`config.mk`:
```
export PLATFORM = sky130hd
export DESIGN_NAME = mem_port_arbiter
export DESIGN_NICKNAME = d
export VERILOG_FILES = /design/src/rtl/mem_port_arbiter_pkg.sv /design/src/rtl/mem_port_arbiter_owner_fifo.sv /design/src/rtl/mem_port_arbiter.sv
export SDC_FILE = /design/constraint.sdc
export NUM_CORES = 1
export LEC_CHECK = 0
export CAP_MARGIN = 0
export CORE_AREA = 2 2 107 109
export DETAILED_ROUTE_END_ITERATION = 8
export DIE_AREA = 0 0 109 111
export DONT_BUFFER_PORTS = 1
export PLACE_DENSITY = 0.37
export SETUP_SLACK_MARGIN = 0.1
export SYNTH_ARGS = -nofsm -noshare
export SYNTH_HDL_FRONTEND = slang
export SYNTH_HIERARCHICAL = 1
export SYNTH_SLANG_ARGS = --single-unit
```
`constraint.sdc`:
```
create_clock -name clk -period 2.7 [get_ports clk]
set_clock_uncertainty 0.15 [all_clocks]
set_input_delay 0.135 -clock clk [delete_from_list [all_inputs] [get_ports clk]]
set_output_delay 0.135 -clock clk [all_outputs]
set_load 0.05 [all_outputs]
```
`src/rtl/mem_port_arbiter_pkg.sv`:
```
// Shared types for the memory port arbiter: address/data widths, the
// requester id carried through the owner FIFO, and the memory request payload.
package mem_port_arbiter_pkg;

    localparam int unsigned AddrW = 32;
    localparam int unsigned DataW = 32;

    typedef logic [AddrW-1:0] addr_t;
    typedef logic [DataW-1:0] data_t;

    typedef enum logic {req_i = 1'b0, req_d = 1'b1} req_id_t;

    typedef struct packed {
        addr_t      addr;
        logic       we;
        data_t      wdata;
        logic [3:0] wstrb;
    } mem_req_t;

endpackage

```
`src/rtl/mem_port_arbiter_owner_fifo.sv`:
```
// Small in-order FIFO that remembers which requester owns each outstanding
// memory request.
//   clk, rst : clock and synchronous active-high reset
//   push/din : enqueue one element (caller never pushes while full)
//   pop/dout : dequeue the head element; dout shows the head combinationally
//   full     : Depth entries held
//   empty    : no entries held
// Depth need not be a power of two; pointers wrap explicitly at Depth-1.
module owner_fifo #(
    parameter int unsigned Depth = 2,
    parameter type         T     = logic
) (
    input  logic clk,
    input  logic rst,
    input  logic push,
    input  T     din,
    input  logic pop,
    output T     dout,
    output logic full,
    output logic empty
);

    localparam int unsigned     PtrW     = (Depth > 1) ? $clog2(Depth) : 1;
    localparam int unsigned     CntW     = $clog2(Depth + 1);
    localparam logic [PtrW-1:0] LastPtr  = PtrW'(Depth - 1);
    localparam logic [CntW-1:0] DepthCnt = CntW'(Depth);

    T                mem_q [Depth];
    logic [PtrW-1:0] wr_ptr_q, wr_ptr_d;
    logic [PtrW-1:0] rd_ptr_q, rd_ptr_d;
    logic [CntW-1:0] cnt_q, cnt_d;
    logic            do_push_s;
    logic            do_pop_s;

    // Advance a pointer, wrapping at the last slot rather than at a power of two.
    function automatic logic [PtrW-1:0] ptr_inc(input logic [PtrW-1:0] p);
        if (p == LastPtr) begin
            return {PtrW{1'b0}};
        end else begin
            return p + PtrW'(1);
        end
    endfunction

    assign full      = (cnt_q == DepthCnt);
    assign empty     = (cnt_q == {CntW{1'b0}});
    assign do_push_s = push && !full;
    assign do_pop_s  = pop && !empty;
    assign dout      = mem_q[rd_ptr_q];

    // Next-state for pointers and occupancy.
    always_comb begin
        wr_ptr_d = wr_ptr_q;
        rd_ptr_d = rd_ptr_q;
        cnt_d    = cnt_q;
        if (do_push_s) begin
            wr_ptr_d = ptr_inc(wr_ptr_q);
        end else begin
            wr_ptr_d = wr_ptr_q;
        end
        if (do_pop_s) begin
            rd_ptr_d = ptr_inc(rd_ptr_q);
        end else begin
            rd_ptr_d = rd_ptr_q;
        end
        case ({do_push_s, do_pop_s})
            2'b10:   cnt_d = cnt_q + CntW'(1);
            2'b01:   cnt_d = cnt_q - CntW'(1);
            default: cnt_d = cnt_q;
        endcase
    end

    // Pointer and occupancy registers.
    always_ff @(posedge clk) begin
        if (rst) begin
            wr_ptr_q <= {PtrW{1'b0}};
            rd_ptr_q <= {PtrW{1'b0}};
            cnt_q    <= {CntW{1'b0}};
        end else begin
            wr_ptr_q <= wr_ptr_d;
            rd_ptr_q <= rd_ptr_d;
            cnt_q    <= cnt_d;
        end
    end

    // Storage; contents need no reset because occupancy guards every read.
    always_ff @(posedge clk) begin
        if (do_push_s) begin
            mem_q[wr_ptr_q] <= din;
        end
    end

endmodule

```
`src/rtl/mem_port_arbiter.sv`:
```
// Shares one memory port between instruction fetch (I) and load/store (D).
//   i_req_* / d_req_* : requester handshakes and payloads
//   i_rsp_* / d_rsp_* : responses routed back to the owner of the FIFO head
//   mem_req_*         : forwarded request, one per cycle
//   mem_rsp_*         : in-order memory response, never back-pressured
//   rsp_err           : sticky; a response arrived with nothing outstanding
// D wins ties unless I has watched StarveLimit consecutive D grants. A request
// stalled by mem_req_ready=0 locks the grant so the payload cannot change
// under the memory until it is accepted.
module mem_port_arbiter
    import mem_port_arbiter_pkg::*;
#(
    parameter int unsigned MaxOutstanding = 2,
    parameter int unsigned StarveLimit    = 4
) (
    input  logic       clk,
    input  logic       rst,
    input  logic       i_req_valid,
    output logic       i_req_ready,
    input  addr_t      i_req_addr,
    output logic       i_rsp_valid,
    output data_t      i_rsp_data,
    input  logic       d_req_valid,
    output logic       d_req_ready,
    input  addr_t      d_req_addr,
    input  logic       d_req_we,
    input  data_t      d_req_wdata,
    input  logic [3:0] d_req_wstrb,
    output logic       d_rsp_valid,
    output data_t      d_rsp_data,
    output logic       mem_req_valid,
    input  logic       mem_req_ready,
    output mem_req_t   mem_req,
    input  logic       mem_rsp_valid,
    input  data_t      mem_rsp_data,
    output logic       rsp_err
);

    localparam int unsigned   SW        = $clog2(StarveLimit + 1);
    localparam logic [SW-1:0] StarveMax = SW'(StarveLimit);

    logic          lock_vld_q, lock_vld_d;
    req_id_t       lock_id_q, lock_id_d;
    logic [SW-1:0] starve_cnt_q, starve_cnt_d;
    logic          rsp_err_q, rsp_err_d;

    logic          sel_valid_s;
    req_id_t       sel_id_s;
    logic          fifo_full_s;
    logic          fifo_empty_s;
    req_id_t       head_id_s;
    logic          hs_s;
    logic          pop_s;

    // Candidate selection: a held lock overrides both priority and starvation.
    always_comb begin
        sel_valid_s = 1'b0;
        sel_id_s    = req_d;
        if (lock_vld_q) begin
            sel_id_s    = lock_id_q;
            sel_valid_s = (lock_id_q == req_i) ? i_req_valid : d_req_valid;
        end else if (i_req_valid && d_req_valid) begin
            sel_valid_s = 1'b1;
            sel_id_s    = (starve_cnt_q == StarveMax) ? req_i : req_d;
        end else if (d_req_valid) begin
            sel_valid_s = 1'b1;
            sel_id_s    = req_d;
        end else if (i_req_valid) begin
            sel_valid_s = 1'b1;
            sel_id_s    = req_i;
        end else begin
            sel_valid_s = 1'b0;
            sel_id_s    = req_d;
        end
    end

    assign mem_req_valid = !rst && sel_valid_s && !fifo_full_s;
    assign hs_s          = mem_req_valid && mem_req_ready;
    assign i_req_ready   = hs_s && (sel_id_s == req_i);
    assign d_req_ready   = hs_s && (sel_id_s == req_d);

    // Payload mux; fetches are reads with zeroed write fields.
    always_comb begin
        mem_req = '{addr: d_req_addr, we: d_req_we, wdata: d_req_wdata, wstrb: d_req_wstrb};
        if (sel_id_s == req_i) begin
            mem_req.addr  = i_req_addr;
            mem_req.we    = 1'b0;
            mem_req.wdata = {DataW{1'b0}};
            mem_req.wstrb = 4'h0;
        end else begin
            mem_req.addr  = d_req_addr;
        end
    end

    assign pop_s       = !rst && mem_rsp_valid && !fifo_empty_s;
    assign i_rsp_valid = pop_s && (head_id_s == req_i);
    assign d_rsp_valid = pop_s && (head_id_s == req_d);
    assign i_rsp_data  = mem_rsp_data;
    assign d_rsp_data  = mem_rsp_data;
    assign rsp_err     = rsp_err_q;

    owner_fifo #(
        .Depth (MaxOutstanding),
        .T     (req_id_t)
    ) u_owner_fifo (
        .clk   (clk),
        .rst   (rst),
        .push  (hs_s),
        .din   (sel_id_s),
        .pop   (pop_s),
        .dout  (head_id_s),
        .full  (fifo_full_s),
        .empty (fifo_empty_s)
    );

    // Next-state for lock, starvation counter and error flag.
    always_comb begin
        // A stalled offer locks; acceptance or a dropped valid releases it.
        lock_vld_d   = mem_req_valid && !mem_req_ready;
        lock_id_d    = lock_vld_d ? sel_id_s : lock_id_q;
        starve_cnt_d = starve_cnt_q;
        if (!i_req_valid || i_req_ready) begin
            starve_cnt_d = {SW{1'b0}};
        end else if (d_req_ready && (starve_cnt_q != StarveMax)) begin
            starve_cnt_d = starve_cnt_q + SW'(1);
        end else begin
            starve_cnt_d = starve_cnt_q;
        end
        rsp_err_d = rsp_err_q || (mem_rsp_valid && fifo_empty_s);
    end

    // Control registers.
    always_ff @(posedge clk) begin
        if (rst) begin
            lock_vld_q   <= 1'b0;
            lock_id_q    <= req_i;
            starve_cnt_q <= {SW{1'b0}};
            rsp_err_q    <= 1'b0;
        end else begin
            lock_vld_q   <= lock_vld_d;
            lock_id_q    <= lock_id_d;
            starve_cnt_q <= starve_cnt_d;
            rsp_err_q    <= rsp_err_d;
        end
    end

endmodule

```
==> results.toml <==
[outcome]
status = "completed"

[yosys]
async_flop_share_pct = 0
synth_most_common_cell = "buf_4"
ys_seq_elements = 13
syn_inst = 213
synth_edf_count = 2
yosys.cell_types.count = 31
synth.area.top_cells = "buf_4 27%, mux2_2 20%, and2_1 13%, dfxtp_1 12%, edfxtp_1 3.4%"
synth.avg_cell_area_um2 = 8.39
seq_area_frac_synth_pct = 15.7
synth_area_leader_cell = "buf_4"
synth_top_flop_cell = "dfxtp_1"
synth_top_area_share_pct = 26.9
synth_nets = 355
synth_warnings = 6
synth_common_cells = "64 x buf_4, 38 x and2_1, 31 x mux2_2, 11 x dfxtp_1, 10 x nor2_1"
syn-cell-area_um2 = 1790

[placement]
place_congestion = 0.627
port-buffer-count = 0
dpl.hpwl_mm = 3.54
placed_cell_area_um2 = 1530

[worst_setup_path]
cp-end-kind = "primary output"
start_kind = "flip-flop"
cp_max_fo = 19
crit_type = "reg2out"
max_stage_delay_ps = 500
worst-endpoint-arrival_ps = 2110
worstPathRequired_ps = 2410
cp_slowest_cell = "mux2_2"
crit_chain = "inv_1 -> ha_1 -> nand2_1 -> a221oi_4 -> buf_4 -> mux2_2"

[grt]
antenna_found_initial = 1
first_global_vias = 1043
grt.total_usage_pct = 5.93
grt_pass1_wl_mm = 5.36
grt_max_degree = 43
grt_overflow = 0

[timing]
hold_slack_ps = 9.58
slew_viol_final = 0
relSlewSlack_pct = 66.1
worstMarginPinSlew_ps = 507
rsz0062_at_grt = "false"
min_period_ps = 2390
max_freq_mhz = 418
final-setup-viol-count = 0
timing.final.crit_share_pct = 88.6
fin_setup_tns_ps = 0
hold_viol = 0

[clock_network]
path_clk_slew_ps = 40
cts_max_path_buffers = 2
clock_latency_ps = 240
htreeDepth = 1
cts_buffers = 3
clockRootBuffer = "clkbuf_16"
cts_tree = "built"
cts.sinks = 13

[routing]
drc = 0
vias = 1170
post_drt_wl_per_cell_um = 13.8
avgViaCountPerCell = 3.87
drt_pass1_iterations = 3
drtIter0Drc = 21
drt-total-wl_mm = 4.15
ant_nets = 0

[pwr]
vdd_drop_max_mv = 0.184
p_leak_nw = 0.600
power.density_nw_per_um2 = 609

[final_layout]
syn_to_final_growth_pct = -7.07
antennaDiodeCount = 0
drive_above_1_share_pct = 35.2
multi_input_area_um2 = 986
num-fill-cells = 1256
num-nets-final = 302
register_area_um2 = 282
fin_area_um2 = 1660

[worst_hold_path]
min_path_type = "in2reg"

[die]
start_util_pct = 16.1
ios = 278
core-area_um2 = 11100
die_area_um2 = 12100
dieWidth_um = 109
rows = 39
fp.dieH_um = 111

[job]
maxCapViolations = 0
[layout make-up]
type,instances,share of cell area (%)
multi-input cells,122,59.4
clock inverters,1,0.301
flip-flops and latches,13,17.0
inverters,7,1.58
clock buffers,3,4.52
well taps,143,10.8
repair buffers,13,6.48
[critical path, delay by kind of cell (launching register included)]
kind	cells	cell delay, ps
adder cells (fa/ha/maj)	1	150
AO/OA/AOI/OAI	1	380
AND/OR/NAND/NOR	1	120
multiplexers	1	500
flip-flops	1	320
buffers and inverters	2	390
[through the flow]
stage	power (mW)	utilization [%]	instances	worst slack, ps
2_1_floorplan	0.964	-	213	107
3_3_place_gp	0.734	13.8	292	371
3_5_place_dp	0.731	13.8	292	315
4_1_cts	1.02	14.8	299	182
5_1_grt	1.05	15.0	302	159
6_report	1.01	15.0	302	308
[cell usage in the layout, fill, tap and decap left out, types with 3 or more instances in the layout]
cell type  netlist  layout
buf_4           64      10
nor2b_1          3       3
mux2_2          31      31
clkbuf_16        0       3
and2_1          38      38
nand2_1          7       6
inv_1            5       4
a21oi_1          4       4
inv_2            2       3
o21ai_0          3       3
dfxtp_1         11      10
nor2_1          10      10
[registers in the layout, indices dropped and copies added, names as in the netlist, named ones only]
| register | cells |
|---|---|
| u_owner_fifo/cnt_q | 2 |
| u_owner_fifo/mem_q | 2 |
| rsp_err | 1 |
| lock_id_q | 1 |
| u_owner_fifo/rd_ptr_q | 1 |
| lock_vld_q | 1 |
| u_owner_fifo/wr_ptr_q | 1 |
| starve_cnt_q | 3 |
[per-layer routing]
layer  track usage, %  part of all wire [%]  vias to the layer above  routed length [µm]
met5                0                     0                        -                   0
met4             3.93                   3.5                        0                 144
met3            0.999                    13                       17                 523
met2             12.3                    56                      137                2330
met1             4.78                    28                      490                1150
li1                 -                     -                      526                   -
[what timing repair did]
action	in CTS	in global routing
buffers inserted	0	3
hold endpoints to repair	8	0
setup endpoints to repair	0	58
hold buffers	3	0
resized for setup	0	1
[power breakdown]
group	total, mW	switching, mW	internal [mW]
Clock	0.275	0.0788	0.197
Sequential	0.220	0.0137	0.206
Combinational	0.517	0.412	0.105
[final timing paths]
path	startpoint	endpoint	slack, ps	cells after the start
hold / removal	rst	starve_cnt_q[1]	10	3
setup / recovery	starve_cnt_q[0]	mem_req[61]	310	6
hold reg to reg	u_owner_fifo/wr_ptr_q	u_owner_fifo/wr_ptr_q	340	2
setup reg to reg	u_owner_fifo/cnt_q[0]	u_owner_fifo/cnt_q[1]	330	10
[logic make-up (layout without fill, tap and decap cells)]
logic type	Yosys count	after routing	synth area share [%]
simple gates	67	67	21.5
compound gates	14	14	6.23
flops	13	13	15.7
mux	35	35	21.9
buf+inv	78	24	31.1
xor+xnor	3	3	1.47
fa+ha+maj	3	3	2.10
Note: power is estimated with default switching activity, not from simulation.
